[src/rtl/lsu_ctrl_if.sv]
// Bundles the CPU request/response handshake and the word-wide memory port
// that lsu_ctrl sits between.  The controller takes the slave view; whoever
// issues requests and models memory takes the master view.
interface lsu_ctrl_if;
  // CPU side
  logic        req_valid;
  logic        req_ready;
  logic        req_store;
  logic [2:0]  memop;
  logic [31:0] addr;
  logic [31:0] wdata;
  logic        resp_valid;
  logic        resp_err;
  logic [31:0] rdata;
  // Memory side
  logic [31:0] mem_addr;
  logic        mem_ren;
  logic        mem_wen;
  logic [3:0]  mem_ben;
  logic [31:0] mem_wdata;
  logic [31:0] mem_rdata;

  modport slave (
    input  req_valid, req_store, memop, addr, wdata, mem_rdata,
    output req_ready, resp_valid, resp_err, rdata,
           mem_addr, mem_ren, mem_wen, mem_ben, mem_wdata
  );

  modport master (
    output req_valid, req_store, memop, addr, wdata, mem_rdata,
    input  req_ready, resp_valid, resp_err, rdata,
           mem_addr, mem_ren, mem_wen, mem_ben, mem_wdata
  );
endinterface

[src/rtl/lsu_ctrl.sv]
// Load/store unit controller: turns one byte/half/word CPU access into one or
// two aligned word accesses, positions store lanes, and reassembles and
// extends load data.  Word-crossing accesses are either split in two or
// rejected, depending on MISALIGN_EN.
module lsu_ctrl #(
  parameter logic MISALIGN_EN = 1'b1
) (
  input  logic        clk,
  input  logic        rst_n,
  lsu_ctrl_if.slave   bus
);

  localparam logic [1:0] IDLE = 2'd0;
  localparam logic [1:0] ACC1 = 2'd1;
  localparam logic [1:0] ACC2 = 2'd2;
  localparam logic [1:0] FIN  = 2'd3;

  // Byte-lane mask of an access, right-aligned, from memop[1:0].
  function automatic logic [3:0] sizeMask(input logic [1:0] sz);
    case (sz)
      2'b00:   return 4'b0001;
      2'b01:   return 4'b0011;
      default: return 4'b1111;
    endcase
  endfunction

  // Only the five listed encodings are legal; 011, 110 and 111 are not.
  function automatic logic memopValid(input logic [2:0] op);
    return (op == 3'b000) || (op == 3'b001) || (op == 3'b010) ||
           (op == 3'b100) || (op == 3'b101);
  endfunction

  // An access crosses into the next word when offset + byte count > 4.
  function automatic logic isSplit(input logic [1:0] off, input logic [1:0] sz);
    logic [2:0] bytes;
    case (sz)
      2'b00:   bytes = 3'd1;
      2'b01:   bytes = 3'd2;
      default: bytes = 3'd4;
    endcase
    return ({1'b0, off} + bytes) > 3'd4;
  endfunction

  logic [1:0]  state_q, state_d;
  logic        store_q;
  logic [2:0]  memop_q;
  logic [31:0] addr_q;
  logic [31:0] wdata_q;
  logic [31:0] lo_q;
  logic        err_q;

  logic        accept;
  logic        reqReject;
  logic        splitQ;
  logic [63:0] storeWide;
  logic [7:0]  benWide;
  logic [31:0] hiWord;
  logic [31:0] loWord;
  logic [31:0] loadWord;
  logic [31:0] loadExt;

  assign accept    = bus.req_valid && (state_q == IDLE);
  assign reqReject = !memopValid(bus.memop) ||
                     (isSplit(bus.addr[1:0], bus.memop[1:0]) && !MISALIGN_EN);
  assign splitQ    = isSplit(addr_q[1:0], memop_q[1:0]);

  // Store data and lane enables laid out over the two words touched.
  assign storeWide = {32'b0, wdata_q} << {addr_q[1:0], 3'b000};
  assign benWide   = {4'b0, sizeMask(memop_q[1:0])} << addr_q[1:0];

  // Load reassembly: an aligned access uses only the current read word.
  assign hiWord   = splitQ ? bus.mem_rdata : 32'b0;
  assign loWord   = splitQ ? lo_q : bus.mem_rdata;
  assign loadWord = 32'({hiWord, loWord} >> {addr_q[1:0], 3'b000});

  // Truncate the reassembled word to the access size and extend it.
  always_comb begin
    loadExt = 32'b0;
    case (memop_q)
      3'b000:  loadExt = {{24{loadWord[7]}}, loadWord[7:0]};
      3'b001:  loadExt = {{16{loadWord[15]}}, loadWord[15:0]};
      3'b010:  loadExt = loadWord;
      3'b100:  loadExt = {24'b0, loadWord[7:0]};
      3'b101:  loadExt = {16'b0, loadWord[15:0]};
      default: loadExt = 32'b0;
    endcase
  end

  // Sequencing: rejected requests go straight to FIN without touching memory.
  always_comb begin
    state_d = state_q;
    case (state_q)
      IDLE: if (bus.req_valid) state_d = reqReject ? FIN : ACC1;
      ACC1: state_d = splitQ ? ACC2 : FIN;
      ACC2: state_d = FIN;
      FIN:  state_d = IDLE;
      default: state_d = IDLE;
    endcase
  end

  // State and request capture; the low word of a split load is held in ACC2.
  always_ff @(posedge clk) begin
    if (!rst_n) begin
      state_q <= IDLE;
      store_q <= 1'b0;
      memop_q <= 3'b0;
      addr_q  <= 32'b0;
      wdata_q <= 32'b0;
      lo_q    <= 32'b0;
      err_q   <= 1'b0;
    end else begin
      state_q <= state_d;
      if (accept) begin
        store_q <= bus.req_store;
        memop_q <= bus.memop;
        addr_q  <= bus.addr;
        wdata_q <= bus.wdata;
        err_q   <= reqReject;
      end
      if (state_q == ACC2) begin
        lo_q <= bus.mem_rdata;
      end
    end
  end

  // Outputs decode from state; while reset is held everything is quiet.
  always_comb begin
    bus.req_ready  = !rst_n || (state_q == IDLE);
    bus.resp_valid = 1'b0;
    bus.resp_err   = 1'b0;
    bus.rdata      = 32'b0;
    bus.mem_addr   = 32'b0;
    bus.mem_ren    = 1'b0;
    bus.mem_wen    = 1'b0;
    bus.mem_ben    = 4'b0;
    bus.mem_wdata  = 32'b0;
    if (rst_n) begin
      case (state_q)
        ACC1: begin
          bus.mem_addr = {addr_q[31:2], 2'b00};
          if (store_q) begin
            bus.mem_wen   = 1'b1;
            bus.mem_ben   = benWide[3:0];
            bus.mem_wdata = storeWide[31:0];
          end else begin
            bus.mem_ren = 1'b1;
          end
        end
        ACC2: begin
          bus.mem_addr = {addr_q[31:2], 2'b00} + 32'd4;
          if (store_q) begin
            bus.mem_wen   = 1'b1;
            bus.mem_ben   = benWide[7:4];
            bus.mem_wdata = storeWide[63:32];
          end else begin
            bus.mem_ren = 1'b1;
          end
        end
        FIN: begin
          bus.resp_valid = 1'b1;
          bus.resp_err   = err_q;
          bus.rdata      = (err_q || store_q) ? 32'b0 : loadExt;
        end
        default: ;
      endcase
    end
  end

endmodule

[src/flat_wrapper.sv]
// flat-port wrapper written by rule: the top's interface ports become plain ports
module lsu_ctrl_flat 
#(
  parameter logic MISALIGN_EN = 1'b1
)
  (clk, rst_n, bus_req_valid, bus_req_store, bus_memop, bus_addr, bus_wdata, bus_mem_rdata, bus_req_ready, bus_resp_valid, bus_resp_err, bus_rdata, bus_mem_addr, bus_mem_ren, bus_mem_wen, bus_mem_ben, bus_mem_wdata);
  lsu_ctrl_if bus_i ();
  input  logic clk;
  input  logic rst_n;
  input wire logic [$bits(bus_i.req_valid)-1:0] bus_req_valid;
  input wire logic [$bits(bus_i.req_store)-1:0] bus_req_store;
  input wire logic [$bits(bus_i.memop)-1:0] bus_memop;
  input wire logic [$bits(bus_i.addr)-1:0] bus_addr;
  input wire logic [$bits(bus_i.wdata)-1:0] bus_wdata;
  input wire logic [$bits(bus_i.mem_rdata)-1:0] bus_mem_rdata;
  output wire logic [$bits(bus_i.req_ready)-1:0] bus_req_ready;
  output wire logic [$bits(bus_i.resp_valid)-1:0] bus_resp_valid;
  output wire logic [$bits(bus_i.resp_err)-1:0] bus_resp_err;
  output wire logic [$bits(bus_i.rdata)-1:0] bus_rdata;
  output wire logic [$bits(bus_i.mem_addr)-1:0] bus_mem_addr;
  output wire logic [$bits(bus_i.mem_ren)-1:0] bus_mem_ren;
  output wire logic [$bits(bus_i.mem_wen)-1:0] bus_mem_wen;
  output wire logic [$bits(bus_i.mem_ben)-1:0] bus_mem_ben;
  output wire logic [$bits(bus_i.mem_wdata)-1:0] bus_mem_wdata;
  assign bus_i.req_valid = bus_req_valid;
  assign bus_i.req_store = bus_req_store;
  assign bus_i.memop = bus_memop;
  assign bus_i.addr = bus_addr;
  assign bus_i.wdata = bus_wdata;
  assign bus_i.mem_rdata = bus_mem_rdata;
  assign bus_req_ready = bus_i.req_ready;
  assign bus_resp_valid = bus_i.resp_valid;
  assign bus_resp_err = bus_i.resp_err;
  assign bus_rdata = bus_i.rdata;
  assign bus_mem_addr = bus_i.mem_addr;
  assign bus_mem_ren = bus_i.mem_ren;
  assign bus_mem_wen = bus_i.mem_wen;
  assign bus_mem_ben = bus_i.mem_ben;
  assign bus_mem_wdata = bus_i.mem_wdata;
  lsu_ctrl #(.MISALIGN_EN(MISALIGN_EN)) u_core (.clk(clk), .rst_n(rst_n), .bus(bus_i));
endmodule
[config.mk]
export PLATFORM = sky130hd
export DESIGN_NAME = lsu_ctrl_flat
export DESIGN_NICKNAME = d
export VERILOG_FILES = /design/src/rtl/lsu_ctrl_if.sv /design/src/rtl/lsu_ctrl.sv /design/src/flat_wrapper.sv
export SDC_FILE = /design/constraint.sdc
export NUM_CORES = 1
export LEC_CHECK = 0
export CAP_MARGIN = 20
export CORE_ASPECT_RATIO = 1.5
export CORE_UTILIZATION = 39
export DETAILED_ROUTE_END_ITERATION = 6
export GPL_ROUTABILITY_DRIVEN = 0
export PLACE_DENSITY = 0.67
export SYNTH_ARGS = -nofsm -noshare
export SYNTH_HDL_FRONTEND = slang
export SYNTH_SLANG_ARGS = --single-unit
[constraint.sdc]
create_clock -name clk -period 4.7 [get_ports clk]
set_input_delay 1.175 -clock clk [delete_from_list [all_inputs] [get_ports clk]]
set_output_delay 1.175 -clock clk [all_outputs]
set_load 0.005 [all_outputs]
Word-level counts from Yosys, hierarchy flattened

Cells that the tools add are included.

Flip-flop bits (word level): 103

$add $sub $neg: 2
Reductions and logical operators: 14
Mux-type cells: 32
Shift operators: 3
Eq/ne operators: 13
Order comparisons: 1

Operator list:

| kind                                                 | count |
|---|---|
| 2-to-1 mux 32 bit                                    | 9 |
| case mux 32 bit (5 select lines)                     | 1 |
| case mux 32 bit (2 select lines)                     | 2 |
| left shift 32 x 5 -> 64 bit                          | 1 |
| right shift 64 x 5 -> 32 bit                         | 1 |
| adder 32 x 3 -> 32 bit, second input constant        | 1 |
| case mux 4 bit (2 select lines)                      | 2 |
| equality test 3 bit, second input constant           | 4 |
| 2-to-1 mux 4 bit                                     | 3 |
| 2-to-1 mux 1 bit                                     | 11 |
| case mux 2 bit (4 select lines)                      | 1 |
| left shift 4 x 2 -> 8 bit                            | 1 |
| equality test 3 x 1 -> 1 bit, second input constant  | 2 |
| equality test 3 x 2 -> 1 bit, second input constant  | 2 |
| logical NOT 3 bit                                    | 2 |
| logical OR 1 bit                                     | 6 |
| case mux 3 bit (2 select lines)                      | 1 |
| equality test 2 x 1 -> 1 bit, second input constant  | 2 |
| equality test 2 bit, second input constant           | 2 |
| logical NOT 2 bit                                    | 2 |
| 2-to-1 mux 2 bit                                     | 2 |
| adder 2 x 3 -> 3 bit                                 | 1 |
| greater-than comparator 3 bit, second input constant | 1 |
| logical NOT 1 bit                                    | 2 |
| other kinds (3)                                      | 3 |

Depth between registers and ports, before layout

Depth after elaboration: 10
Gate-level depth with buffers: 12

Least setup slack after synthesis

OpenSTA, ideal clock, no wires.

Path kind: register -> output
From: register u_core.memop_q[1]
To: output bus_rdata[12]
Arrival: 2600 ps
Stages on the path, launching flop included: 13
Slack: 925 ps
Path buffers: 3
Cells stage by stage: dfxtp_1 -> clkbuf_1 -> nor2_1 -> ha_1 -> inv_1 -> fa_1 -> xnor2_2 -> nand2_2 -> buf_6 -> buf_2 -> mux2i_1 -> mux2i_1 -> a221o_1

Cells in the longest elaborated chain, start to end: 10
Elaborated cells between the ends (all ways): 17
Classes of those cells: add/sub: 1; order compare: 1; eq/ne: 5; shift: 1; mux: 7; reduce/logical: 2

RTL lines:

| what                                                                     | line                           | text |
|---|---|---|
| start, declared                                                          | lsu_ctrl.sv:46                 | `logic [2:0] memop_q;` |
| start signal, assigned                                                   | lsu_ctrl.sv:115                | `memop_q <= bus.memop;` |
| equality test 2 x 1 -> 1 bit / logical NOT 2 bit (equally long branches) | lsu_ctrl.sv:36                 | `case (sz)` |
| case mux 3 bit (2 select lines)                                          | lsu_ctrl.sv:36                 |  |
| adder 2 x 3 -> 3 bit                                                     | lsu_ctrl.sv:41                 | `return ({1'b0, off} + bytes) > 3'd4;` |
| greater-than comparator 3 bit                                            | lsu_ctrl.sv:41                 |  |
| 2-to-1 mux 32 bit, on equally long branches                              | lsu_ctrl.sv:73, lsu_ctrl.sv:72 |  |
| right shift 64 x 5 -> 32 bit                                             | lsu_ctrl.sv:74                 | `assign loadWord = 32'({hiWord, loWord} >> {addr_q[1:0], 3'b000});` |
| case mux 32 bit (5 select lines) *                                       | lsu_ctrl.sv:79                 | `case (memop_q)` |
| 2-to-1 mux 32 bit *                                                      | lsu_ctrl.sv:162                | `bus.rdata = (err_q \|\| store_q) ? 32'b0 : loadExt;` |
| 2-to-1 mux 32 bit *                                                      | lsu_ctrl.sv:138                | `case (state_q)` |
| 2-to-1 mux 32 bit *                                                      | lsu_ctrl.sv:137                | `if (rst_n) begin` |
| end, declared                                                            | flat_wrapper.sv:19             | `output wire logic [$bits(bus_i.rdata)-1:0] bus_rdata;` |

Mark *: on every way between the ends. The rest lies on a longest branch, timed or not.

Final worst setup path

From: input bus_mem_rdata[31]
To: output bus_rdata[19]

Cells in the longest elaborated chain, start to end: 6
Elaborated cells between the ends (all ways): 7
Classes of those cells: shift: 1; mux: 6

RTL lines:

| what                                        | line                           | text |
|---|---|---|
| start, declared                             | flat_wrapper.sv:15             | `input wire logic [$bits(bus_i.mem_rdata)-1:0] bus_mem_rdata;` |
| 2-to-1 mux 32 bit, on equally long branches | lsu_ctrl.sv:73, lsu_ctrl.sv:72 |  |
| right shift 64 x 5 -> 32 bit *              | lsu_ctrl.sv:74                 |  |
| case mux 32 bit (5 select lines) *          | lsu_ctrl.sv:79                 |  |
| 2-to-1 mux 32 bit *                         | lsu_ctrl.sv:162                |  |
| 2-to-1 mux 32 bit *                         | lsu_ctrl.sv:138                |  |
| 2-to-1 mux 32 bit *                         | lsu_ctrl.sv:137                |  |

Marked as above.

==> out/metrics.cfg <==
[outcome]
status=finished clean

[worst_setup_path]
worstPathMaxFanout=8
reg2reg_to=u_core.wdata_q[3]
start_kind=input pin
arrival_ns=3.42
ff2ff_setup_slack_ns=2.53
criticalPathCategory=in -> out
ff2ff_path_depth=6
required_ns=3.52
r2r_start=u_core.state_q[0]
end_kind=output pin

[power]
power_density_nw_per_um2=361
clockPowerShare=0.218
intPower_uw=2210
ir_drop_v=0.000172
switching_share=0.401
p_leak_uw=0.00381
pwr-share-comb=0.443
power_uw=3690
p_seq_frac=0.339
power_switching_uw=1480

[worst_hold_path]
worstHoldStart=u_core.err_q
holdPathStages=2
hold_end=u_core.err_q
min_path_type=reg -> reg

[logic_synthesis]
synth_common_cells=209 x nand2_1, 103 x dfxtp_1, 96 x mux2i_1
yosysUniqueCellTypes=66
yosysTopAreaCellShare=0.273
synth_seq_cells=103
syn_avg_cell_area_um2=7.74
synth_area_um2=7540
ys_warn_count=0
ys.flop_type=dfxtp_1
synthMostInstantiatedCell=nand2_1
ys_async_sr_fraction=0
syn_inst=975
synth_top_area_cell=dfxtp_1
seq_area_frac_synth=0.273
synth_edf_count=0
synth_area_leaders=dfxtp_1 27%, mux2i_1 13%, nand2_1 10%

[drt]
drt-pass1-iter-count=5
via_count=7853
routed_wl_um=24600
drcViolationCount=0
wire_per_inst_um=17.6
drtAntennaViolNets=0
vias_per_cell=5.61
dr.first_iter.drc_count=529

[sta]
setup_tns_ns=0
relSlewSlack=0.427
period_share=0.978
clock_skew_ns=0.00821
rsz0062_at_grt=no
finalMaxSlewViolations=0
min_period_ns=4.60
worstMarginPinSlew_ns=0.857
setup_ws_ns=0.102
fmax_mhz=217
finalSetupViolCount=0
final-hold-violation-count=0

[placement]
post-place-ws_ns=0.0473
portBuffers=205
dp_hpwl_um=17900
post_dp_cell_area_um2=9770

[clock_tree]
clock_latency_ns=0.35
cts_max_path_buffers=2
clockRootBuffer=clkbuf_16
cts.sinks=103
h-tree-depth=3
clkTransAtPathRegs_ns=0.07
cts_tree=built
cts_hold_buf=0
cts_inserted_buffers=9

[floorplan]
io_pins=208
core-area_um2=18800
dieArea_um2=19900
start_util=0.402
fp-row-count=61
die_w_um=116
die_h_um=172

[global_route]
grt_pass1_vias=7160
grt_max_degree=53
grt-ovfl-total=0
grt_pass1_wl_um=37600
antenna_found_initial=0
grt.total_usage=0.242

[cells_and_area]
syn2layout_area_growth_pct=35.3
utilization=0.544
drive_gt1_frac=0.0889
stdcell_area_um2=10200
fin_nets=1253

[flow_run]
cap_violations=0

==> cell type report <==
type | instances | area (um2)
timing repair buffer | 235 | 2300
sequential | 103 | 2070
antenna | 2 | 5.00
clock buffer | 10 | 239
tap | 252 | 315
inverter | 11 | 41.3
multi-input combinational | 782 | 5170
clock inverter | 6 | 75.1
fill | 1807 | 8570
==> per-stage QoR <==
stage	std cells	hold WS (ns)
2_1_floorplan	976	0.447
3_3_place_gp	1377	0.465
3_5_place_dp	1377	0.473
4_1_cts	1393	0.483
5_1_grt	1399	0.505
6_report	1401	0.481
==> worst max path at each step <==
stage                            startpoint       endpoint  slack [ns]
after floorplan           u_core.memop_q[1]  bus_rdata[12]        0.93
after global placement    bus_mem_rdata[23]  bus_rdata[17]        0.09
after detailed placement   bus_mem_rdata[7]  bus_rdata[28]        0.05
after CTS                 u_core.memop_q[0]  bus_rdata[30]        0.02
after global routing      u_core.memop_q[0]  bus_rdata[30]       0.009
final                     bus_mem_rdata[31]  bus_rdata[19]        0.10
==> state kept, by name (all words and copies together) (netlist names) <==
| signal | flops |
|---|---|
| u_core.wdata_q | 32 |
| u_core.err_q | 1 |
| u_core.lo_q | 32 |
| u_core.state_q | 2 |
| u_core.store_q | 1 |
| u_core.addr_q | 32 |
| u_core.memop_q | 3 |
==> critical path: stages <==
cell             delay, ns
clkdlybuf4s50_1       0.44
mux4_2                0.48
a21boi_1              0.17
o211ai_2              0.21
buf_4                 0.16
o21ai_4               0.09
a211o_1               0.26
clkdlybuf4s50_1       0.44
==> layout by cell type (no fill, tap or decap), types with 3 or more instances in the layout <==
cell,count
dfxtp_1,99
inv_1,9
and3_1,17
clkbuf_16,9
a221o_1,8
o211ai_1,8
dlymetal6s2s_1,3
nand3_1,22
a2bb2oi_1,8
nor2b_1,39
ha_1,6
nor2_1,66
a31oi_1,9
o22ai_1,10
a32o_1,6
a41oi_1,5
a22oi_1,9
nand2_1,207
buf_4,28
and4_1,3
a211o_1,15
a21o_1,3
a211oi_1,5
mux2i_1,92
o2bb2ai_1,6
a21oi_1,44
nand4_1,9
mux2i_2,4
dfxtp_2,3
nor3_1,3
mux4_2,6
mux2_2,19
nor2_2,3
a21boi_0,71
o21ai_0,21
clkdlybuf4s50_1,201
a311oi_1,7
and2_1,9
==> routing by layer <==
metal | up-vias | wire, um | track usage
li1 | 3836 | - | -
met1 | 3688 | 10200 | 0.288
met2 | 282 | 12300 | 0.420
met3 | 47 | 1290 | 0.0393
met4 | 0 | 768 | 0.117
met5 | - | 0 | 0
==> timing repair <==
action / 4_1_cts / 5_1_grt
setup buffers: 0 / 5
gates cloned: 0 / 1
endpoints found under the setup margin: 16 / 30
resized for setup: 1 / 21
pin swaps: 0 / 3
==> kinds of logic after synthesis <==
logic type / share of synthesized area
and+or+nand+nor: 0.245
muxes: 0.174
adders and majority gates: 0.0143
other: 0.000497
AOI/OAI and AO/OA: 0.239
buffers and inverters: 0.0521
DFF: 0.273
xor gates and xnor gates: 0.00216
==> power by group through the flow <==
| stage | Sequential [uW] | Clock [uW] | Combinational, uW |
|---|---|---|---|
| floorplan | 1200 | 0 | 1130 |
| global route | 1280 | 859 | 1800 |
| detailed placement | 1260 | 0 | 1590 |
| global placement | 1250 | 0 | 1570 |
| finish | 1250 | 806 | 1630 |
| CTS | 1240 | 825 | 1600 |
(Power assumes the default switching activity.)
